**src/rtl/dmac_transfer_ctrl_if.sv**
```systemverilog
// System bus port of the DMAC transfer engine: per-word request/grant plus
// a single shared address with separate read and write data paths.
interface dmac_transfer_ctrl_if #(
    parameter int ADDR_W = 8,
    parameter int DATA_W = 8
);
    logic              m_req;
    logic              m_grant;
    logic [ADDR_W-1:0] m_addr;
    logic              m_wr;
    logic [DATA_W-1:0] m_dout;
    logic [DATA_W-1:0] m_din;

    modport master (
        output m_req, m_addr, m_wr, m_dout,
        input  m_grant, m_din
    );

    modport slave (
        input  m_req, m_addr, m_wr, m_dout,
        output m_grant, m_din
    );
endinterface

```
**src/rtl/dmac_transfer_ctrl.sv**
```systemverilog
// DMAC sequencing engine: copies data_size words from src_addr to dest_addr,
// re-arbitrating the bus for every word (REQ -> READ -> CAPT -> WRITE).
module dmac_transfer_ctrl #(
    parameter int ADDR_W = 8,
    parameter int DATA_W = 8,
    parameter int SIZE_W = 8
) (
    input  logic                 clk,
    input  logic                 reset,
    input  logic                 op_start,
    input  logic                 op_clear,
    input  logic [ADDR_W-1:0]    src_addr,
    input  logic [ADDR_W-1:0]    dest_addr,
    input  logic [SIZE_W-1:0]    data_size,
    dmac_transfer_ctrl_if.master bus,
    output logic                 busy,
    output logic                 done,
    output logic [SIZE_W-1:0]    remain_cnt
);

    typedef enum logic [2:0] {IDLE, REQ, READ, CAPT, WRITE, DONE} state_t;

    state_t            state, next_state;
    logic [ADDR_W-1:0] src_ptr;
    logic [ADDR_W-1:0] dst_ptr;
    logic [ADDR_W-1:0] addr_hold;
    logic [DATA_W-1:0] buffer;
    logic              release_gap;

    always_comb begin
        next_state = state;
        case (state)
            IDLE:    if (op_start && !op_clear)
                         next_state = (data_size == '0) ? DONE : REQ;
            REQ:     if (bus.m_grant) next_state = READ;
            READ:    next_state = CAPT;
            CAPT:    next_state = WRITE;
            WRITE:   next_state = (remain_cnt <= SIZE_W'(1)) ? DONE : REQ;
            DONE:    next_state = IDLE;
            default: next_state = IDLE;
        endcase
        if (op_clear && state != IDLE)
            next_state = IDLE;
    end

    // The first REQ cycle after a WRITE drops m_req so the arbiter sees a
    // release point per word; grant is still sampled there, so a held grant
    // keeps the 4-cycle word rate.
    always_comb begin
        bus.m_req  = 1'b0;
        bus.m_wr   = 1'b0;
        bus.m_addr = addr_hold;
        bus.m_dout = buffer;
        case (state)
            REQ:   bus.m_req = !release_gap;
            READ: begin
                bus.m_req  = 1'b1;
                bus.m_addr = src_ptr;
            end
            CAPT:  bus.m_req = 1'b1;
            WRITE: begin
                bus.m_req  = 1'b1;
                bus.m_wr   = 1'b1;
                bus.m_addr = dst_ptr;
            end
            default: ;
        endcase
        busy = (state != IDLE);
        done = (state == DONE);
    end

    always_ff @(posedge clk) begin
        if (reset) begin
            state       <= IDLE;
            src_ptr     <= '0;
            dst_ptr     <= '0;
            addr_hold   <= '0;
            buffer      <= '0;
            remain_cnt  <= '0;
            release_gap <= 1'b0;
        end else begin
            state       <= next_state;
            release_gap <= (state == WRITE) && (next_state == REQ);
            case (state)
                IDLE: if (op_start && !op_clear) begin
                    src_ptr    <= src_addr;
                    dst_ptr    <= dest_addr;
                    remain_cnt <= data_size;
                end
                READ: addr_hold <= src_ptr;
                CAPT: begin
                    buffer  <= bus.m_din;
                    src_ptr <= src_ptr + 1'b1;
                end
                WRITE: begin
                    // A write on the bus completes even if op_clear arrives now.
                    addr_hold <= dst_ptr;
                    dst_ptr   <= dst_ptr + 1'b1;
                    if (remain_cnt != '0)
                        remain_cnt <= remain_cnt - 1'b1;
                end
                default: ;
            endcase
        end
    end

endmodule

```
**src/flat_wrapper.sv**
```systemverilog
// flat-port wrapper written by rule: the top's interface ports become plain ports
module dmac_transfer_ctrl_flat 
#(
    parameter int ADDR_W = 8,
    parameter int DATA_W = 8,
    parameter int SIZE_W = 8
)
  (clk, reset, op_start, op_clear, src_addr, dest_addr, data_size, busy, done, remain_cnt, bus_m_req, bus_m_addr, bus_m_wr, bus_m_dout, bus_m_grant, bus_m_din);
  dmac_transfer_ctrl_if #(.ADDR_W(ADDR_W), .DATA_W(DATA_W)) bus_i ();
  input  logic clk;
  input  logic reset;
  input  logic op_start;
  input  logic op_clear;
  input  logic [ADDR_W-1:0] src_addr;
  input  logic [ADDR_W-1:0] dest_addr;
  input  logic [SIZE_W-1:0] data_size;
  output logic busy;
  output logic done;
  output logic [SIZE_W-1:0] remain_cnt;
  output wire logic [$bits(bus_i.m_req)-1:0] bus_m_req;
  output wire logic [$bits(bus_i.m_addr)-1:0] bus_m_addr;
  output wire logic [$bits(bus_i.m_wr)-1:0] bus_m_wr;
  output wire logic [$bits(bus_i.m_dout)-1:0] bus_m_dout;
  input wire logic [$bits(bus_i.m_grant)-1:0] bus_m_grant;
  input wire logic [$bits(bus_i.m_din)-1:0] bus_m_din;
  assign bus_m_req = bus_i.m_req;
  assign bus_m_addr = bus_i.m_addr;
  assign bus_m_wr = bus_i.m_wr;
  assign bus_m_dout = bus_i.m_dout;
  assign bus_i.m_grant = bus_m_grant;
  assign bus_i.m_din = bus_m_din;
  dmac_transfer_ctrl #(.ADDR_W(ADDR_W), .DATA_W(DATA_W), .SIZE_W(SIZE_W)) u_core (.clk(clk), .reset(reset), .op_start(op_start), .op_clear(op_clear), .src_addr(src_addr), .dest_addr(dest_addr), .data_size(data_size), .bus(bus_i), .busy(busy), .done(done), .remain_cnt(remain_cnt));
endmodule
```
**config.mk**
```make
export PLATFORM = sky130hd
export DESIGN_NAME = dmac_transfer_ctrl_flat
export DESIGN_NICKNAME = d
export VERILOG_FILES = /design/src/rtl/dmac_transfer_ctrl_if.sv /design/src/rtl/dmac_transfer_ctrl.sv /design/src/flat_wrapper.sv
export SDC_FILE = /design/constraint.sdc
export NUM_CORES = 1
export LEC_CHECK = 0
export ABC_AREA = 1
export BUFFER_PORTS_ARGS = -buffer_cell sky130_fd_sc_hd__buf_4
export CORE_MARGIN = 3
export CORE_UTILIZATION = 52
export DETAILED_ROUTE_END_ITERATION = 6
export GPL_ROUTABILITY_DRIVEN = 0
export GPL_TIMING_DRIVEN = 0
export MAX_ROUTING_LAYER = met4
export PLACE_DENSITY = 0.85
export SYNTH_ARGS = -nofsm -noshare
export SYNTH_HDL_FRONTEND = slang
export SYNTH_SLANG_ARGS = --single-unit
```
**constraint.sdc**
```tcl
create_clock -name clk -period 1.9 [get_ports clk]
set_input_delay 0.475 -clock clk [delete_from_list [all_inputs] [get_ports clk]]
set_output_delay 0.475 -clock clk [all_outputs]
set_load 0.01 [all_outputs]
```
==> impl_metrics.yaml, run 1 <==
status:
  run_status: "finished with violations"
  failed_checks: "negative setup slack"
sta:
  post-route-period-util: 1.03
  timing_worst_slew_pin_value_ns: 0.546
  final.setup_skew_ns: 0.00492
  timing.slew.headroom: 0.636
  setup_viol_count_final: 7
  fmax_mhz: 509
  finalMaxSlewViolations: 0
  final.setup.tns_ns: -0.261
  post-route-min-period_ns: 1.96
  setup_slack_ns: -0.0644
  rsz0062_at_grt: "yes"
  finalHoldWorstSlack_ns: 0.380
  hold_viol_final: 0
floorplan:
  floorplan.initialDensity: 0.543
  io_pins: 65
  floorplan.die_area_sq_um: 5460
  dieHeight_microns: 73.9
  overall_die_width_microns: 73.9
  rows: 24
  core-area_sq_um: 4410
pwr:
  net-switching-power_mw: 0.646
  power_per_cell_area_nw_per_um2: 657
  peakVddDrop_mv: 0.628
  internal_power_mw: 1.54
  total_power_mw: 2.19
  switching_share: 0.295
  clock_power_share: 0.334
  pwr-share-comb: 0.200
  p_leak_nw: 1.52
  seq_power_share: 0.467
clock_network:
  cts-root-to-sink-buffers: 2
  cts-buffers-inserted: 5
  cts_root_buffer_type: "clkbuf_8"
  cts.reportedPaths.clkPinSlew_ns: 0.09
  clkSinkCount: 44
  clk-insertion-delay-late_ns: 0.30
  htree_num_levels: 2
  cts_tree: "yes"
grt:
  via_count_of_the_first_global_routing_pass: 2546
  grtUsageTotal: 0.270
  grt_max_degree: 20
  global_route_wire_length_before_repair_mm: 11.3
  antenna_found_initial: 0
  grt.overflow.total: 0
layout:
  finalNetCount: 490
  area_added_between_synthesis_and_finish_pct: 39.0
  post_route_cells_drive_above_1_share: 0.290
  diodes: 0
yosys:
  synth_area_leaders: "dfxtp_1 37%, nand2_1 14%, nor2_1 9.1%, o21ai_0 7.7%, nand3_1 5.8%"
  netlist.area_leader.share: 0.367
  post-synth-top-count-cell: "nand2_1"
  syn_nets: 405
  netlist_area_sq_um: 2400
  synth.ff_latch_count: 44
  synth_warnings: 0
  netlist.top_cell.by_area: "dfxtp_1"
  ys_types: 32
  postSynthAreaPerCell_sq_um: 6.61
  ys_seq_area_frac: 0.367
  synth_flop_cell: "dfxtp_1"
  synth-edff-count: 0
  synth_commonest_cells: "87 x nand2_1, 58 x nor2_1, 44 x dfxtp_1, 37 x o21ai_0, 29 x inv_1"
  synthCells: 363
  postSynth.asyncResetShare: 0
worst_hold_path:
  worstHoldStart: "reset"
  hold_path_class: "input pin to register"
setup_path:
  crit_type: "register to output port"
  crit_path_end_kind: "output port"
  crit_arrival_ns: 1.49
  critical_path.reg2reg.startpoint: "u_core.state[1]$_SDFF_PP0_"
  critical_path_peak_fanout: 8
  crit_path_start_kind: "register"
  cp.required_ns: 1.42
  critPathLaunch: "u_core.state[1]$_SDFF_PP0_"
routing:
  route.vias.total: 2839
  total_iterations_of_the_first_detailed_routing_run: 5
  remaining_drc_errors: 0
  detail_route.wirelength_mm: 7.29
  drt_iter0_drc: 249
  wl_per_cell_microns: 14.5
  antenna_left: 0
  route.detailed.vias_per_inst: 5.67
job:
  drv_cap: 0
placement:
  number_of_input_and_output_port_buffers_inserted: 64
  detailed_place_hpwl_mm: 4.77
-- layout by cell type (no fill, tap or decap), drive strengths merged --
| cell | n |
|---|---|
| nand2 | 91 |
| buf | 82 |
| nor2 | 62 |
| dfxtp | 44 |
| o21ai | 39 |
| inv | 33 |
| nand3 | 29 |
| a21oi | 16 |
| a31oi | 14 |
| clkbuf | 9 |
| ha | 5 |
| nor3 | 5 |
| nand3b | 3 |
| xor2 | 3 |
| o211ai | 2 |
| nand4 | 2 |
| xnor2 | 2 |
| clkinvlp | 2 |
| or2 | 2 |
| a211oi | 1 |
| a21boi | 1 |
| clkinv | 1 |
| bufinv | 1 |
-- power by group through the flow --
stage	combinational, mW	sequential [mW]	clock, mW
after floorplan	0.228	1.03	0
after detailed placement	0.385	1.04	0
after CTS	0.406	1.02	0.733
after global routing	0.479	1.03	0.780
after global placement	0.377	1.04	0
final	0.437	1.02	0.731
-- registers in the layout, indices dropped and copies added (netlist names) --
| name | cells |
|---|---|
| u_core.dst_ptr | 8 |
| u_core.bus.m_dout | 8 |
| u_core.state | 3 |
| u_core.addr_hold | 8 |
| u_core.release_gap | 1 |
| u_core.remain_cnt | 8 |
| u_core.src_ptr | 8 |
-- area by class of cell --
type                       instances  area [sq um]
inverter                          33           141
sequential                        44           892
fill                             339          1080
clock inverter                     3          42.5
tap                               52          65.1
clock buffer                       5          68.8
timing repair buffer              77           602
buffer                             9          71.3
timing repair inverter             1          7.51
multi-input combinational        277          1440
-- path summary, 6_finish.rpt --
check | end | slack, ns | cells after the start
worst max-delay path | bus_m_addr[2] | -0.06 | 7
worst min-delay path | u_core.dst_ptr[0]$_SDFFE_PP0P_ | 0.38 | 2
worst max register to register | u_core.src_ptr[7]$_SDFFE_PP0P_ | 0.08 | 9
worst min register to register | u_core.bus.m_dout[1]$_SDFFE_PP0P_ | 0.49 | 2
-- kinds of logic after synthesis --
family                     synth area share
DFF                                   0.367
adders and majority gates            0.0261
xor gates and xnor gates             0.0183
AOI/OAI and AO/OA                     0.167
and+or+nand+nor                       0.344
buffers and inverters                0.0772
-- layer usage --
layer  part of all wire  GRT usage  routed length, microns  vias up
li1                   -          -                       -     1363
met1               0.40      0.322                    2890     1307
met2               0.50      0.460                    3630      149
met3              0.078     0.0506                     565       20
met4              0.027     0.0825                     195        0
met5                  0          -                       0        -
-- worst max-delay path, stage by stage (launching register included) --
cell     delay, ns
dfxtp_4       0.39
nor2_4        0.19
nand2_8       0.09
inv_8         0.09
buf_8         0.13
nand2_1       0.09
nand3_2       0.09
buf_4         0.12
-- metrics by stage --
| step | setup WS, ns | area [sq um] | utilization | cells |
|---|---|---|---|---|
| floorplan | 0.298 | 2400 | - | 363 |
| global placement | 0.00351 | 2940 | 0.667 | 479 |
| CTS | -0.000299 | 3220 | 0.729 | 495 |
| finish | -0.0644 | 3330 | 0.755 | 501 |
| detailed placement | -0.0545 | 2940 | 0.667 | 479 |
| global route | -0.122 | 3330 | 0.755 | 501 |
-- repair_timing --
action	in CTS	in global routing
pin swaps	5	9
gates cloned	2	0
buffers inserted	7	6
resized for setup	27	21
setup endpoints to repair	10	9
hold buffers	0	0
Note: power is estimated with default switching activity, not from simulation.
==> run 2: changes to the inputs <==
Settings changed: PLACE_DENSITY 0.85 to 0.75.
Clock period 1.9 ns to 2 ns, I/O delays scaled along.
==> run 2 against run 1 <==
Net effect:
- the flow still finishes with violations (negative setup slack)
- total power is 8.1% lower
- combinational power decreased by 12%
- sequential power shrank 5%
- clock-buffer cell count unchanged
- clock skew down 0.0032 ns
- core utilization shrank 3.7 points
- global-route usage shrank 1.7 points
- sequential cell count stayed put
- wire length is 9.7% lower
- worst hold slack gained 0.015 ns
- critical path type unchanged
==> impl_metrics.yaml, run 2 (same netlist as run 1, synthesis figures left out) <==
pwr:
  p_leak_nw: 1.45
  power_per_cell_area_nw_per_um2: 634
  peakVddDrop_mv: 0.388
job:
  drv_cap: 0
grt:
  grtUsageTotal: 0.254
  grt_max_degree: 20
  global_route_wire_length_before_repair_mm: 10.4
  antenna_found_initial: 0
  via_count_of_the_first_global_routing_pass: 2328
  grt.overflow.total: 0
clock_network:
  cts-root-to-sink-buffers: 2
  cts_tree: "yes"
  cts-buffers-inserted: 5
  clkSinkCount: 44
  clk-insertion-delay-late_ns: 0.30
  htree_num_levels: 2
  cts.reportedPaths.clkPinSlew_ns: 0.08
  cts_root_buffer_type: "clkbuf_8"
  hold_buffer_count_at_cts: 0
sta:
  setup_slack_ns: -0.00426
  post-route-min-period_ns: 2.00
  finalMaxSlewViolations: 0
  fmax_mhz: 499
  hold_viol_final: 0
  timing_worst_slew_pin_value_ns: 0.522
  rsz0062_at_grt: "yes"
  final.setup_skew_ns: 0.00176
  post-route-period-util: 1.00
  setup_viol_count_final: 1
  timing.slew.headroom: 0.652
routing:
  remaining_drc_errors: 0
  metal_1_wl_mm: 2.90
  detailroute.wirelength.met3_microns: 437
  detail_route.wirelength_mm: 6.58
  route.detailed.vias_per_inst: 5.38
  route.met2.wl_mm: 3.17
  total_iterations_of_the_first_detailed_routing_run: 4
  route.vias.total: 2648
  drt_iter0_drc: 156
  routed.top_layer: "met4"
  wl_per_cell_microns: 13.4
  antenna_left: 0
floorplan:
  dieHeight_microns: 73.9
  rows: 24
  core-area_sq_um: 4410
  floorplan.initialDensity: 0.543
  floorplan.die_area_sq_um: 5460
  io_pins: 65
  overall_die_width_microns: 73.9
placement:
  placed_cells: 479
  place_worst_setup_slack_ns: 0.0187
  number_of_input_and_output_port_buffers_inserted: 64
  detailed_place_hpwl_mm: 4.71
layout:
  diodes: 0
  stdcell_count: 492
  area_added_between_synthesis_and_finish_pct: 32.2
  finalNetCount: 483
  mostFrequentLayoutCells: "83 x nand2_1, 73 x buf_4, 55 x nor2_1"
  post_route_cells_drive_above_1_share: 0.250
  layout_commonest_cell: "nand2_1"
setup_path:
  crit_path_end_kind: "output port"
  crit_arrival_ns: 1.50
  crit_type: "register to output port"
  crit_path_start_kind: "register"
  cp.required_ns: 1.50
  critical_path_peak_fanout: 6
worst_hold_path:
  hold_path_class: "input pin to register"
status:
  run_status: "finished with violations"
  failed_checks: "negative setup slack"
[run 2: worst max-delay path, stage by stage, from the launching register on]
cell     delay (ns)
dfxtp_4        0.38
nor2_4         0.15
nand2_4        0.12
buf_8          0.15
nor2_2         0.10
inv_1          0.09
nand3_2        0.10
buf_4          0.13
[run 2: layout make-up]
| type | count | area, sq um |
|---|---|---|
| Multi-Input combinational cell | 277 | 1380 |
| Tap cell | 52 | 65.1 |
| Sequential cell | 44 | 892 |
| Inverter | 33 | 134 |
| Timing Repair Buffer | 71 | 533 |
| Buffer | 9 | 71.3 |
| Clock buffer | 5 | 68.8 |
| Clock inverter | 1 | 30.0 |
| Fill cell | 388 | 1240 |
[run 2: stage by stage]
| step | instance area (sq um) | power [mW] | setup TNS (ns) | hold slack, ns | util |
|---|---|---|---|---|---|
| floorplan | 2400 | 1.20 | 0 | 0.460 | - |
| global placement | 2940 | 1.35 | 0 | 0.466 | 0.667 |
| detailed placement | 2940 | 1.35 | 0 | 0.473 | 0.667 |
| CTS | 3080 | 2.01 | 0 | 0.387 | 0.698 |
| global route | 3170 | 2.11 | -0.333 | 0.385 | 0.718 |
| finish | 3170 | 2.01 | -0.00426 | 0.395 | 0.718 |
[run 2: timing repair]
action | in CTS | in global routing
gates resized for setup | 10 | 15
buffers inserted | 1 | 6
hold endpoints to repair | 0 | 0
pin swaps | 2 | 3
cloned | 1 | 0
setup endpoints to repair | 9 | 9
[run 2: routing by layer]
layer,global-route usage,vias up
li1,-,1344
met1,0.324,1214
met2,0.413,81
met3,0.0410,9
met4,0.0704,0
met5,-,-
[run 2: path summary, 6_finish.rpt]
path | from | end | slack, ns | depth (start not counted)
worst max-delay path | u_core.state[1]$_SDFF_PP0_ | bus_m_addr[0] | -0.004 | 7
worst min-delay path | reset | u_core.dst_ptr[0]$_SDFFE_PP0P_ | 0.40 | 2
worst max register to register | u_core.state[1]$_SDFF_PP0_ | u_core.src_ptr[4]$_SDFFE_PP0P_ | 0.39 | 8
worst min register to register | u_core.bus.m_dout[4]$_SDFFE_PP0P_ | u_core.bus.m_dout[4]$_SDFFE_PP0P_ | 0.49 | 2
[run 2: where the power goes]
group | internal, mW | total [mW] | switching [mW]
Clock | 0.359 | 0.662 | 0.303
Sequential | 0.918 | 0.966 | 0.0480
Combinational | 0.168 | 0.384 | 0.215
Total | 1.44 | 2.01 | 0.566
